`config.mk`:
```
export PLATFORM = sky130hd
export DESIGN_NAME = instr_fetch
export DESIGN_NICKNAME = d
export VERILOG_FILES = /design/src/rtl/rapids_pkg.sv /design/src/rtl/fetch_addr_check.sv /design/src/rtl/instr_fetch.sv
export SDC_FILE = /design/constraint.sdc
export NUM_CORES = 1
export LEC_CHECK = 0
export ABC_AREA = 1
export CORE_ASPECT_RATIO = 1.75
export CORE_MARGIN = 3
export CORE_UTILIZATION = 52
export CTS_CLUSTER_SIZE = 28
export DETAILED_ROUTE_END_ITERATION = 8
export PLACE_DENSITY = 0.86
export SLEW_MARGIN = 40
export SYNTH_ARGS = -nofsm -noshare
export SYNTH_HDL_FRONTEND = slang
export SYNTH_SLANG_ARGS = --single-unit
```
`constraint.sdc`:
```
create_clock -name clk -period 4.5 [get_ports clk]
set_clock_uncertainty 0.1 [all_clocks]
set_input_delay 0.675 -clock clk [delete_from_list [all_inputs] [get_ports clk]]
set_output_delay 0.675 -clock clk [all_outputs]
set_load 0.05 [all_outputs]
```
`src/rtl/rapids_pkg.sv`:
```
`default_nettype none
// ============================================================================
// Module      : rapids_pkg
// Description : Shared types and constants for the fetch pipeline.
// Revision    : 1.0 - initial release
// ============================================================================
package rapids_pkg;

  localparam int          INSTR_W = 32;
  localparam logic [31:0] PC_STEP = 32'd4;

  typedef enum logic [1:0] {
    ST_IDLE  = 2'd0,
    ST_REQ   = 2'd1,
    ST_VALID = 2'd2,
    ST_FAULT = 2'd3
  } fetch_state_t;

endpackage
`default_nettype wire

```
`src/rtl/fetch_addr_check.sv`:
```
`default_nettype none
// ============================================================================
// Module      : fetch_addr_check
// Description : Combinational word-alignment and upper-bound address check.
// Revision    : 1.0 - initial release
// ============================================================================
module fetch_addr_check
  import rapids_pkg::*;
#(
  parameter logic [INSTR_W-1:0] MEM_LIMIT = 32'h0001_0000
) (
  input  logic [INSTR_W-1:0] a,
  output logic               ok
);

  assign ok = (a[1:0] == 2'b00) && (a < MEM_LIMIT);

endmodule
`default_nettype wire

```
`src/rtl/instr_fetch.sv`:
```
`default_nettype none
// ============================================================================
// Module      : instr_fetch
// Description : Program counter and instruction-memory read sequencer.
// Revision    : 1.0 - initial release
// ============================================================================
module instr_fetch
  import rapids_pkg::*;
#(
  parameter logic [INSTR_W-1:0] RESET_PC  = 32'h0000_0000,
  parameter logic [INSTR_W-1:0] MEM_LIMIT = 32'h0001_0000
) (
  input  logic               clk,
  input  logic               resetn,
  input  logic               pc_inc,
  input  logic               pc_load,
  input  logic [INSTR_W-1:0] pc_target,
  output logic               mem_req,
  output logic [INSTR_W-1:0] mem_addr,
  input  logic               mem_ready,
  input  logic [INSTR_W-1:0] mem_rdata,
  input  logic               mem_err,
  output logic [INSTR_W-1:0] instruction,
  output logic               wait_instr,
  output logic               instr_segv,
  output logic [INSTR_W-1:0] pc
);

  fetch_state_t       r_state;
  logic [INSTR_W-1:0] r_pc;
  logic [INSTR_W-1:0] r_instr;
  logic [INSTR_W-1:0] r_redir_pc;
  logic               r_redir_pend;

  logic               w_redir_now;
  logic [INSTR_W-1:0] w_redir_pc;
  logic [INSTR_W-1:0] w_npc;
  logic               w_take;
  logic [INSTR_W-1:0] w_chk_addr;
  logic               w_ok;

  // A load arriving together with mem_ready counts as already pending.
  always_comb begin
    w_redir_now = r_redir_pend | pc_load;
    w_redir_pc  = pc_load ? pc_target : r_redir_pc;
    w_npc       = pc_load ? pc_target : (r_pc + PC_STEP);
    w_take      = pc_load | (pc_inc & (r_state == ST_VALID));
    case (r_state)
      ST_IDLE: w_chk_addr = r_pc;
      ST_REQ:  w_chk_addr = w_redir_pc;
      default: w_chk_addr = w_npc;
    endcase
  end

  fetch_addr_check #(
    .MEM_LIMIT (MEM_LIMIT)
  ) u_addr_check (
    .a  (w_chk_addr),
    .ok (w_ok)
  );

  always_ff @(posedge clk or negedge resetn) begin
    if (!resetn) begin
      r_state      <= ST_IDLE;
      r_pc         <= RESET_PC;
      r_instr      <= '0;
      r_redir_pc   <= '0;
      r_redir_pend <= 1'b0;
    end else begin
      case (r_state)
        ST_IDLE: r_state <= w_ok ? ST_REQ : ST_FAULT;
        ST_REQ: begin
          if (mem_ready) begin
            if (w_redir_now) begin
              r_pc         <= w_redir_pc;
              r_redir_pend <= 1'b0;
              r_state      <= w_ok ? ST_REQ : ST_FAULT;
            end else if (mem_err) begin
              r_state <= ST_FAULT;
            end else begin
              r_instr <= mem_rdata;
              r_state <= ST_VALID;
            end
          end else if (pc_load) begin
            r_redir_pend <= 1'b1;
            r_redir_pc   <= pc_target;
          end
        end
        default: begin
          if (w_take) begin
            r_pc    <= w_npc;
            r_state <= w_ok ? ST_REQ : ST_FAULT;
          end
        end
      endcase
    end
  end

  assign mem_req     = (r_state == ST_REQ);
  assign mem_addr    = r_pc;
  assign pc          = r_pc;
  assign instruction = r_instr;
  assign wait_instr  = (r_state == ST_IDLE) || (r_state == ST_REQ);
  assign instr_segv  = (r_state == ST_FAULT);

endmodule
`default_nettype wire
```
==> impl_metrics.py, run 1 <==
metrics = {
    "clocking": {
        "clk-insertion-delay-late_ns": 0.35,
        "ctsResizeCount": 0,
        "h-tree-depth": 3,
        "cts.sinks": 99,
        "hold_buffers": 0,
        "cts_tree": "done",
        "cts_buffers": 9,
        "post-cts-setup-buffer-count": 0,
        "cts_root_buffer": "clkbuf_16",
        "path_clk_slew_ns": 0.07,
        "clockBufferDepth": 2,
    },
    "floorplan": {
        "die_w_um": 86.7,
        "rows": 51,
        "die_y_um": 147,
        "dieArea_um2": 12800,
        "ios": 169,
        "start_util_pct": 53.4,
        "coreArea_um2": 11100,
    },
    "sta": {
        "max_freq_mhz": 314,
        "max_slew_margin_pct": 48.2,
        "setup-violations-final": 0,
        "maxSlewViolCount": 0,
        "tns_ns": 0,
        "worstMarginPinSlew_ns": 0.774,
        "final_hold_viol_count": 0,
        "fin_crit_ns": 3.18,
        "fin_crit_sh_pct": 70.7,
        "rsz0062_at_grt": "false",
        "fin_hold_ws_ns": 0.0945,
    },
    "synth": {
        "syn_area_um2": 5920,
        "synthFlopType": "dfrtp_1",
        "synth.avg_cell_area_um2": 7.87,
        "synthMostInstantiatedCell": "nand2_1",
        "async_flop_share_pct": 100,
        "ys_seq_area_share_pct": 41.8,
        "yosys_register_bits": 99,
        "yosysTopAreaCellShare_pct": 41.8,
        "synth.distinct_cells": 48,
        "ys_warn_count": 0,
        "synth_cells": 753,
        "synth.area.top_cells": "dfrtp_1 42%, nand2_1 13%, o21ai_0 6.7%",
        "synth_edf_count": 0,
        "synth_commonest_cells": "202 x nand2_1, 99 x dfrtp_1, 79 x o21ai_0",
        "yosys.area.top_type": "dfrtp_1",
        "syn-num-nets": 824,
    },
    "layout": {
        "layout-drive-gt1-share_pct": 6.38,
        "nNetsFinal": 945,
        "area_growth_pct": 28.9,
        "diodes": 0,
    },
    "placement": {
        "portBuffers": 168,
        "place_congestion": 0.928,
        "hpwl_mm": 12.4,
    },
    "critical_path": {
        "critPathCapture": "mem_req",
        "cp-start-kind": "flip-flop",
        "critPathRequiredTime_ns": 3.72,
        "end_kind": "output port",
        "path_max_fanout": 35,
        "path_class": "flip-flop to output port",
        "r2r_slack_ns": 1.46,
        "rr_endpoint": "mem_addr[5]$_DFFE_PN0P_",
        "r2r-start": "r_state[1]$_DFFE_PN0P_",
        "r2r_cells": 8,
        "cp_data_arrival_time_ns": 2.41,
        "crit_start": "r_state[1]$_DFFE_PN0P_",
    },
    "pwr": {
        "ir_drop_v": 0.000250,
        "leakage_nw": 3.41,
        "pwr_density_cell_nw_per_um2": 371,
    },
    "route": {
        "postRouteAntennaNets": 0,
        "drc": 0,
        "drtPass1Iterations": 5,
        "vias": 5527,
        "wl_mm": 16.6,
        "drt-initial-drc-count": 375,
        "via_per_inst": 5.47,
        "wl_per_cell_um": 16.5,
    },
    "global_route": {
        "grt_max_degree": 61,
        "antenna_found_initial": 0,
        "grt_usage_pct": 27.2,
        "grt_pass1_wl_mm": 27.4,
        "grt_overflow": 0,
        "grt_pass1_vias": 5466,
    },
    "run_status": {
        "status": "finished, final reports clean",
    },
    "worst_hold_path": {
        "hold_path_class": "primary input to asynchronous set/reset pin",
    },
    "run": {
        "drv_cap": 0,
    },
}
## metrics by stage
step	utilization [%]	std cells	setup slack (ns)	instance area [um^2]	total power, mW
2_1_floorplan	-	753	2.24	5920	1.79
3_3_place_gp	66.2	995	1.19	7350	2.08
3_5_place_dp	66.2	995	1.42	7360	2.10
4_1_cts	68.8	1010	1.32	7640	2.85
5_1_grt	68.8	1010	1.24	7640	2.97
6_report	68.8	1010	1.32	7640	2.84
## worst max-delay path: stages (launching register included)
cell and delay (ns):
dfrtp_1 0.58, nor2_8 0.54, clkdlybuf4s50_1 0.92
## where the power goes
| group | total (mW) | switching [mW] | internal (mW) | leakage (nW) |
|---|---|---|---|---|
| logic | 0.954 | 0.623 | 0.330 | 2.04 |
| registers | 1.13 | 0.123 | 1.01 | 1.23 |
| clock network | 0.752 | 0.368 | 0.384 | 0.139 |
| total | 2.84 | 1.11 | 1.72 | 3.41 |
## cell type report
class                           instances  area, um^2
Clock inverter                          6        55.1
Multi-Input combinational cell        536        2800
Fill cell                             938        3470
Tap cell                              132         165
Sequential cell                        99        2480
Clock buffer                            9         225
Timing Repair Buffer                  171        1700
Inverter                               57         216
## cell families after synthesis
family,synth area share (%)
AOI/OAI and AO/OA,13.9
and+or+nand+nor,25.7
muxes,6.08
buffers and inverters,11.0
xor gates and xnor gates,1.18
adders and majority gates,0.211
DFF,41.8
## cells in the final DEF, fill, tap and decap left out, drive strengths merged, types with 2 or more instances in the layout
| cell type | Yosys | layout |
|---|---|---|
| mux2 | 32 | 32 |
| nand4 | 6 | 6 |
| a211oi | 3 | 3 |
| nor2 | 79 | 79 |
| and2 | 2 | 2 |
| a21boi | 10 | 10 |
| clkinv | 1 | 3 |
| nor4 | 4 | 4 |
| inv | 56 | 60 |
| a21oi | 24 | 24 |
| xnor2 | 3 | 3 |
| a22oi | 2 | 2 |
| or2 | 2 | 2 |
| nor3 | 5 | 5 |
| o211ai | 3 | 3 |
| buf | 54 | 5 |
| clkbuf | 7 | 9 |
| dfrtp | 99 | 99 |
| nand3 | 39 | 39 |
| o21ai | 82 | 82 |
| o21a | 2 | 2 |
| clkdlybuf4s50 | 0 | 166 |
| o22ai | 6 | 6 |
| nand2 | 209 | 209 |
| a41oi | 2 | 2 |
| xor2 | 5 | 5 |
| nand3b | 3 | 3 |
| a31oi | 10 | 10 |
## registers in the layout, summed over array words and instances (netlist names)
register,cells
r_redir_pc,32
r_redir_pend,1
mem_addr,32
r_state,2
instruction,32
## worst min path at each step
stage | slack, ns | startpoint | end | cells after the start
floorplan | 0.28 | resetn | instruction[0]$_DFFE_PN0P_ | 0
global placement | 0.36 | r_redir_pc[19]$_DFFE_PN0P_ | r_redir_pc[19]$_DFFE_PN0P_ | 2
global route | 0.11 | resetn | r_redir_pc[11]$_DFFE_PN0P_ | 1
CTS | 0.1 | resetn | r_redir_pc[10]$_DFFE_PN0P_ | 1
finish | 0.09 | resetn | r_redir_pc[10]$_DFFE_PN0P_ | 1
detailed placement | 0.37 | r_redir_pc[28]$_DFFE_PN0P_ | r_redir_pc[28]$_DFFE_PN0P_ | 2
## per-layer routing
| metal | global-route usage (%) | routed length, um | share of wire (%) |
|---|---|---|---|
| met1 | 31.8 | 6170 | 37 |
| met2 | 48.7 | 9150 | 55 |
| met3 | 3.54 | 696 | 4.2 |
| met4 | 11.7 | 620 | 3.7 |
| met5 | 0 | 0 | 0 |
Power figures use the tool's default switching activity.
==> inputs of run 2 (changes only) <==
Settings changed: CORE_UTILIZATION 52 to 44, PLACE_DENSITY 0.86 to 0.78.
Clock period 4.5 ns to 2.9 ns, I/O delays scaled along.
==> impl_metrics.py, run 2 (synthesized netlist as in run 1, its figures left out) <==
metrics = {
    "sta": {
        "fin_crit_sh_pct": 94.8,
        "rsz0062_at_grt": "false",
        "maxSlewViolCount": 0,
        "max_freq_mhz": 364,
        "worstMarginPinSlew_ns": 0.642,
        "max_slew_margin_pct": 57.1,
        "final_hold_viol_count": 0,
        "tns_ns": 0,
        "fin_hold_ws_ns": 0.387,
        "fin_crit_ns": 2.75,
        "setup-violations-final": 0,
    },
    "global_route": {
        "antenna_found_initial": 0,
        "grt_max_degree": 55,
        "grt_usage_pct": 23.6,
        "grt_overflow": 0,
        "grt_pass1_wl_mm": 27.9,
        "grt_pass1_vias": 5680,
    },
    "route": {
        "wl_per_cell_um": 16.6,
        "drc": 0,
        "postRouteAntennaNets": 0,
        "via_per_inst": 5.34,
        "vias": 5659,
        "drt-initial-drc-count": 438,
        "wl_mm": 17.6,
        "drtPass1Iterations": 5,
    },
    "critical_path": {
        "crit_family": "buffers and inverters",
        "rr_endpoint": "mem_addr[21]$_DFFE_PN0P_",
        "cp_data_arrival_time_ns": 2.21,
        "cp_num_buf_inv": 1,
        "r2r_slack_ns": 0.49,
        "path_depth": 2,
        "path_max_fanout": 22,
        "cp_slowest_cell": "clkdlybuf4s50_1",
        "path_class": "flip-flop to output port",
        "slowest_delay_ns": 0.89,
        "critPathRequiredTime_ns": 2.37,
        "cp-start-kind": "flip-flop",
        "worstPathCellList": "nor2_8 > clkdlybuf4s50_1",
        "crit_start": "r_state[1]$_DFFE_PN0P_",
        "r2r_cells": 7,
        "r2r-start": "r_state[1]$_DFFE_PN0P_",
        "end_kind": "output port",
    },
    "layout": {
        "postLayoutCellArea_um2": 7830,
        "nNetsFinal": 955,
        "diodes": 0,
        "fill_cells": 1199,
        "layout-drive-gt1-share_pct": 7.42,
        "layout_common_cells": "202 x nand2_1, 166 x clkdlybuf4s50_1, 99 x dfrtp_1, 79 x o21ai_0, 65 x nor2_1",
        "final_common_cell": "nand2_1",
        "layout.cells.non_filler": 1060,
        "area_growth_pct": 32.1,
    },
    "clocking": {
        "ctsResizeCount": 0,
        "cts.sinks": 99,
        "clockBufferDepth": 2,
        "cts_buffers": 9,
        "post-cts-setup-buffer-count": 0,
        "cts_root_buffer": "clkbuf_16",
        "h-tree-depth": 3,
        "clk-insertion-delay-late_ns": 0.35,
        "path_clk_slew_ns": 0.07,
        "cts_tree": "done",
    },
    "floorplan": {
        "die_y_um": 160,
        "die_w_um": 93.7,
        "dieArea_um2": 14900,
        "coreArea_um2": 13100,
        "rows": 55,
        "start_util_pct": 45.3,
        "ios": 169,
    },
    "placement": {
        "place_inst": 1043,
        "portBuffers": 168,
        "postPlaceCellArea_um2": 7490,
        "hpwl_mm": 13.3,
        "place_congestion": 0.986,
    },
    "worst_hold_path": {
        "min-delay-start": "instruction[7]$_DFFE_PN0P_",
        "holdPathEnd": "instruction[7]$_DFFE_PN0P_",
        "hold_path_class": "flip-flop to flip-flop",
        "min_path_cells": 1,
    },
    "pwr": {
        "leakage_nw": 3.49,
        "ir_drop_v": 0.000305,
        "pwr_density_cell_nw_per_um2": 581,
    },
    "run": {
        "drv_cap": 0,
    },
    "run_status": {
        "status": "finished, final reports clean",
    },
}
==> run 2: changes by cell type in the layout (fill, tap and decap cells not counted) <==
cell | before | now
clkinv_8 | 0 | 1
dlygate4sd3_1 | 0 | 1
clkbuf_8 | 0 | 1
buf_2 | 0 | 1
clkinv_4 | 2 | 1
buf_4 | 5 | 11
inv_8 | 1 | 0
buf_12 | 0 | 2
bufinv_16 | 0 | 1
==> run 2: worst max path at each step <==
| stage | to |
|---|---|
| global placement | mem_addr[5]$_DFFE_PN0P_ |
| floorplan | r_state[1]$_DFFE_PN0P_ |
| global route | mem_req |
| CTS | mem_req |
| finish | mem_req |
| detailed placement | mem_addr[21]$_DFFE_PN0P_ |
==> run 2: what timing repair did <==
| action | 4_1_cts | 5_1_grt |
|---|---|---|
| setup endpoints to repair | 0 | 0 |
| hold endpoints to repair | 38 | 0 |
| hold buffers | 1 | 0 |
==> run 2: power breakdown <==
group / switching (mW) / total, mW / internal [mW]
clock: 0.581 / 1.29 / 0.712
sequential: 0.192 / 1.75 / 1.56
combinational: 0.977 / 1.50 / 0.521
total: 1.75 / 4.55 / 2.80
==> run 2: per-stage QoR <==
stage               utilization, %  setup slack, ns  power (mW)
floorplan                        -            0.638        2.77
global placement              57.3            0.538        3.24
detailed placement            57.3            0.530        3.27
CTS                           59.8            0.173        4.56
global route                  59.8           0.0838        4.74
finish                        59.8            0.151        4.55
==> run 2: layout make-up <==
cell class                 count  area, um^2  area share (%)
multi-input combinational    536        2800            35.8
sequential                    99        2480            31.7
timing repair buffer         181        1800            23.0
clock buffer                  10         239            3.05
inverter                      57         216            2.77
tap                          171         214            2.73
clock inverter                 6        81.3            1.04
==> run 2: metal layers <==
| metal | routed length, um | track usage (%) | vias up |
|---|---|---|---|
| li1 | - | - | 2721 |
| met1 | 6510 | 26.2 | 2633 |
| met2 | 9060 | 41.3 | 232 |
| met3 | 934 | 2.93 | 73 |
| met4 | 1050 | 14.7 | 0 |
| met5 | 0 | 0 | - |
==> inputs of run 3 (changes only) <==
Settings changed: CAP_MARGIN set to 0, CORE_ASPECT_RATIO 1.75 to not set.
==> impl_metrics.py, run 3 (synthesized netlist as in run 1, its figures left out) <==
metrics = {
    "placement": {
        "place_congestion": 0.942,
        "portBuffers": 168,
        "hpwl_mm": 12.4,
        "dp_slack_ns": 0.502,
        "postPlaceCellArea_um2": 7480,
    },
    "global_route": {
        "grt_max_degree": 68,
        "grt_usage_pct": 23.1,
        "grt_pass1_wl_mm": 27.1,
        "grt_pass1_vias": 5555,
        "grt_overflow": 0,
        "antenna_found_initial": 0,
    },
    "layout": {
        "layout_common_cells": "202 x nand2_1, 166 x clkdlybuf4s50_1, 99 x dfrtp_1, 79 x o21ai_0, 65 x nor2_1",
        "final_util_pct": 60.6,
        "postLayoutCellArea_um2": 7800,
        "fill_cells": 1163,
        "layout-drive-gt1-share_pct": 7.00,
        "seq_area_um2": 2480,
        "diodes": 0,
        "final_common_cell": "nand2_1",
        "multi_input_area_um2": 2800,
        "area_growth_pct": 31.7,
        "nNetsFinal": 954,
    },
    "critical_path": {
        "path_class": "flip-flop to output port",
        "rr_endpoint": "mem_addr[5]$_DFFE_PN0P_",
        "r2r_slack_ns": 0.49,
        "crit_start": "r_state[1]$_DFFE_PN0P_",
        "r2r_cells": 9,
        "critPathRequiredTime_ns": 2.37,
        "critPathCapture": "mem_req",
        "path_max_fanout": 10,
        "r2r-start": "r_state[1]$_DFFE_PN0P_",
        "end_kind": "output port",
        "cp-start-kind": "flip-flop",
        "cp_data_arrival_time_ns": 2.07,
    },
    "clocking": {
        "hold_buffers": 1,
        "cts.sinks": 99,
        "clk-insertion-delay-late_ns": 0.35,
        "ctsResizeCount": 0,
        "clockBufferDepth": 2,
        "path_clk_slew_ns": 0.06,
        "post-cts-setup-buffer-count": 0,
        "cts_tree": "done",
        "cts_buffers": 9,
        "cts_root_buffer": "clkbuf_16",
        "h-tree-depth": 3,
    },
    "floorplan": {
        "coreArea_um2": 12900,
        "die_w_um": 122,
        "start_util_pct": 46.0,
        "dieArea_um2": 14900,
        "rows": 41,
        "ios": 169,
        "die_y_um": 122,
    },
    "route": {
        "wl_per_cell_um": 15.7,
        "drt-initial-drc-count": 477,
        "drc": 0,
        "drtPass1Iterations": 5,
        "wl_mm": 16.6,
        "postRouteAntennaNets": 0,
        "vias": 5614,
        "via_per_inst": 5.31,
    },
    "sta": {
        "fin_crit_ns": 2.61,
        "max_freq_mhz": 383,
        "maxSlewViolCount": 0,
        "setup-violations-final": 0,
        "final_hold_viol_count": 0,
        "timing.final.ws_setup_ns": 0.292,
        "tns_ns": 0,
        "worstMarginPinSlew_ns": 0.603,
        "max_slew_margin_pct": 59.7,
        "fin_crit_sh_pct": 89.9,
        "rsz0062_at_grt": "false",
    },
    "pwr": {
        "swShare_pct": 36.8,
        "internal_power_mw": 2.88,
        "pwr-share-seq_pct": 38.6,
        "p_comb_share_pct": 32.7,
        "ir_drop_v": 0.000346,
        "power_mw": 4.55,
        "leakage_nw": 3.47,
        "clkPwrFrac_pct": 28.7,
        "pwr_density_cell_nw_per_um2": 583,
        "p_sw_mw": 1.67,
    },
    "run": {
        "drv_cap": 0,
    },
    "worst_hold_path": {
        "hold_path_class": "flip-flop to flip-flop",
        "min_path_cells": 2,
    },
    "run_status": {
        "status": "finished, final reports clean",
    },
}
run 3: worst max-delay path, stage by stage (launching register included):
cell	delay [ns]
dfrtp_1	0.54
nor2_8	0.27
clkdlybuf4s50_1	0.91
run 3: per-stage QoR:
step / hold slack, ns / instances
global route: 0.404 / 1058
CTS: 0.391 / 1058
floorplan: 0.0394 / 753
detailed placement: 0.305 / 1043
finish: 0.386 / 1058
global placement: 0.305 / 1043
run 3: worst min-delay path by stage:
stage | from | endpoint | slack (ns)
detailed placement | resetn | instruction[10]$_DFFE_PN0P_ | 0.31
global placement | resetn | instruction[31]$_DFFE_PN0P_ | 0.30
CTS | r_redir_pc[19]$_DFFE_PN0P_ | r_redir_pc[19]$_DFFE_PN0P_ | 0.39
finish | r_redir_pc[28]$_DFFE_PN0P_ | r_redir_pc[28]$_DFFE_PN0P_ | 0.39
global route | instruction[24]$_DFFE_PN0P_ | instruction[24]$_DFFE_PN0P_ | 0.40
floorplan | resetn | instruction[0]$_DFFE_PN0P_ | 0.04
run 3: final cells by class:
| cell class | instances | share of cell area [%] |
|---|---|---|
| tap | 172 | 2.76 |
| clock inverter | 2 | 0.770 |
| inverter | 57 | 2.77 |
| timing repair buffer | 180 | 22.8 |
| clock buffer | 12 | 3.29 |
| sequential | 99 | 31.8 |
| multi-input combinational | 536 | 35.9 |
run 3: power by group through the flow:
stage	Sequential (mW)	Clock, mW	Combinational [mW]
CTS	1.75	1.34	1.50
global placement	1.77	0	1.47
detailed placement	1.78	0	1.49
floorplan	2.05	0	0.724
finish	1.76	1.31	1.49
global route	1.78	1.39	1.60
run 3: layer usage:
layer | global-route usage, % | vias up | part of all wire, %
met5 | 0 | - | 0
met4 | 7.77 | 0 | 2.0
met2 | 37.2 | 262 | 46
met3 | 7.66 | 29 | 11
met1 | 29.2 | 2613 | 41
li1 | - | 2710 | -
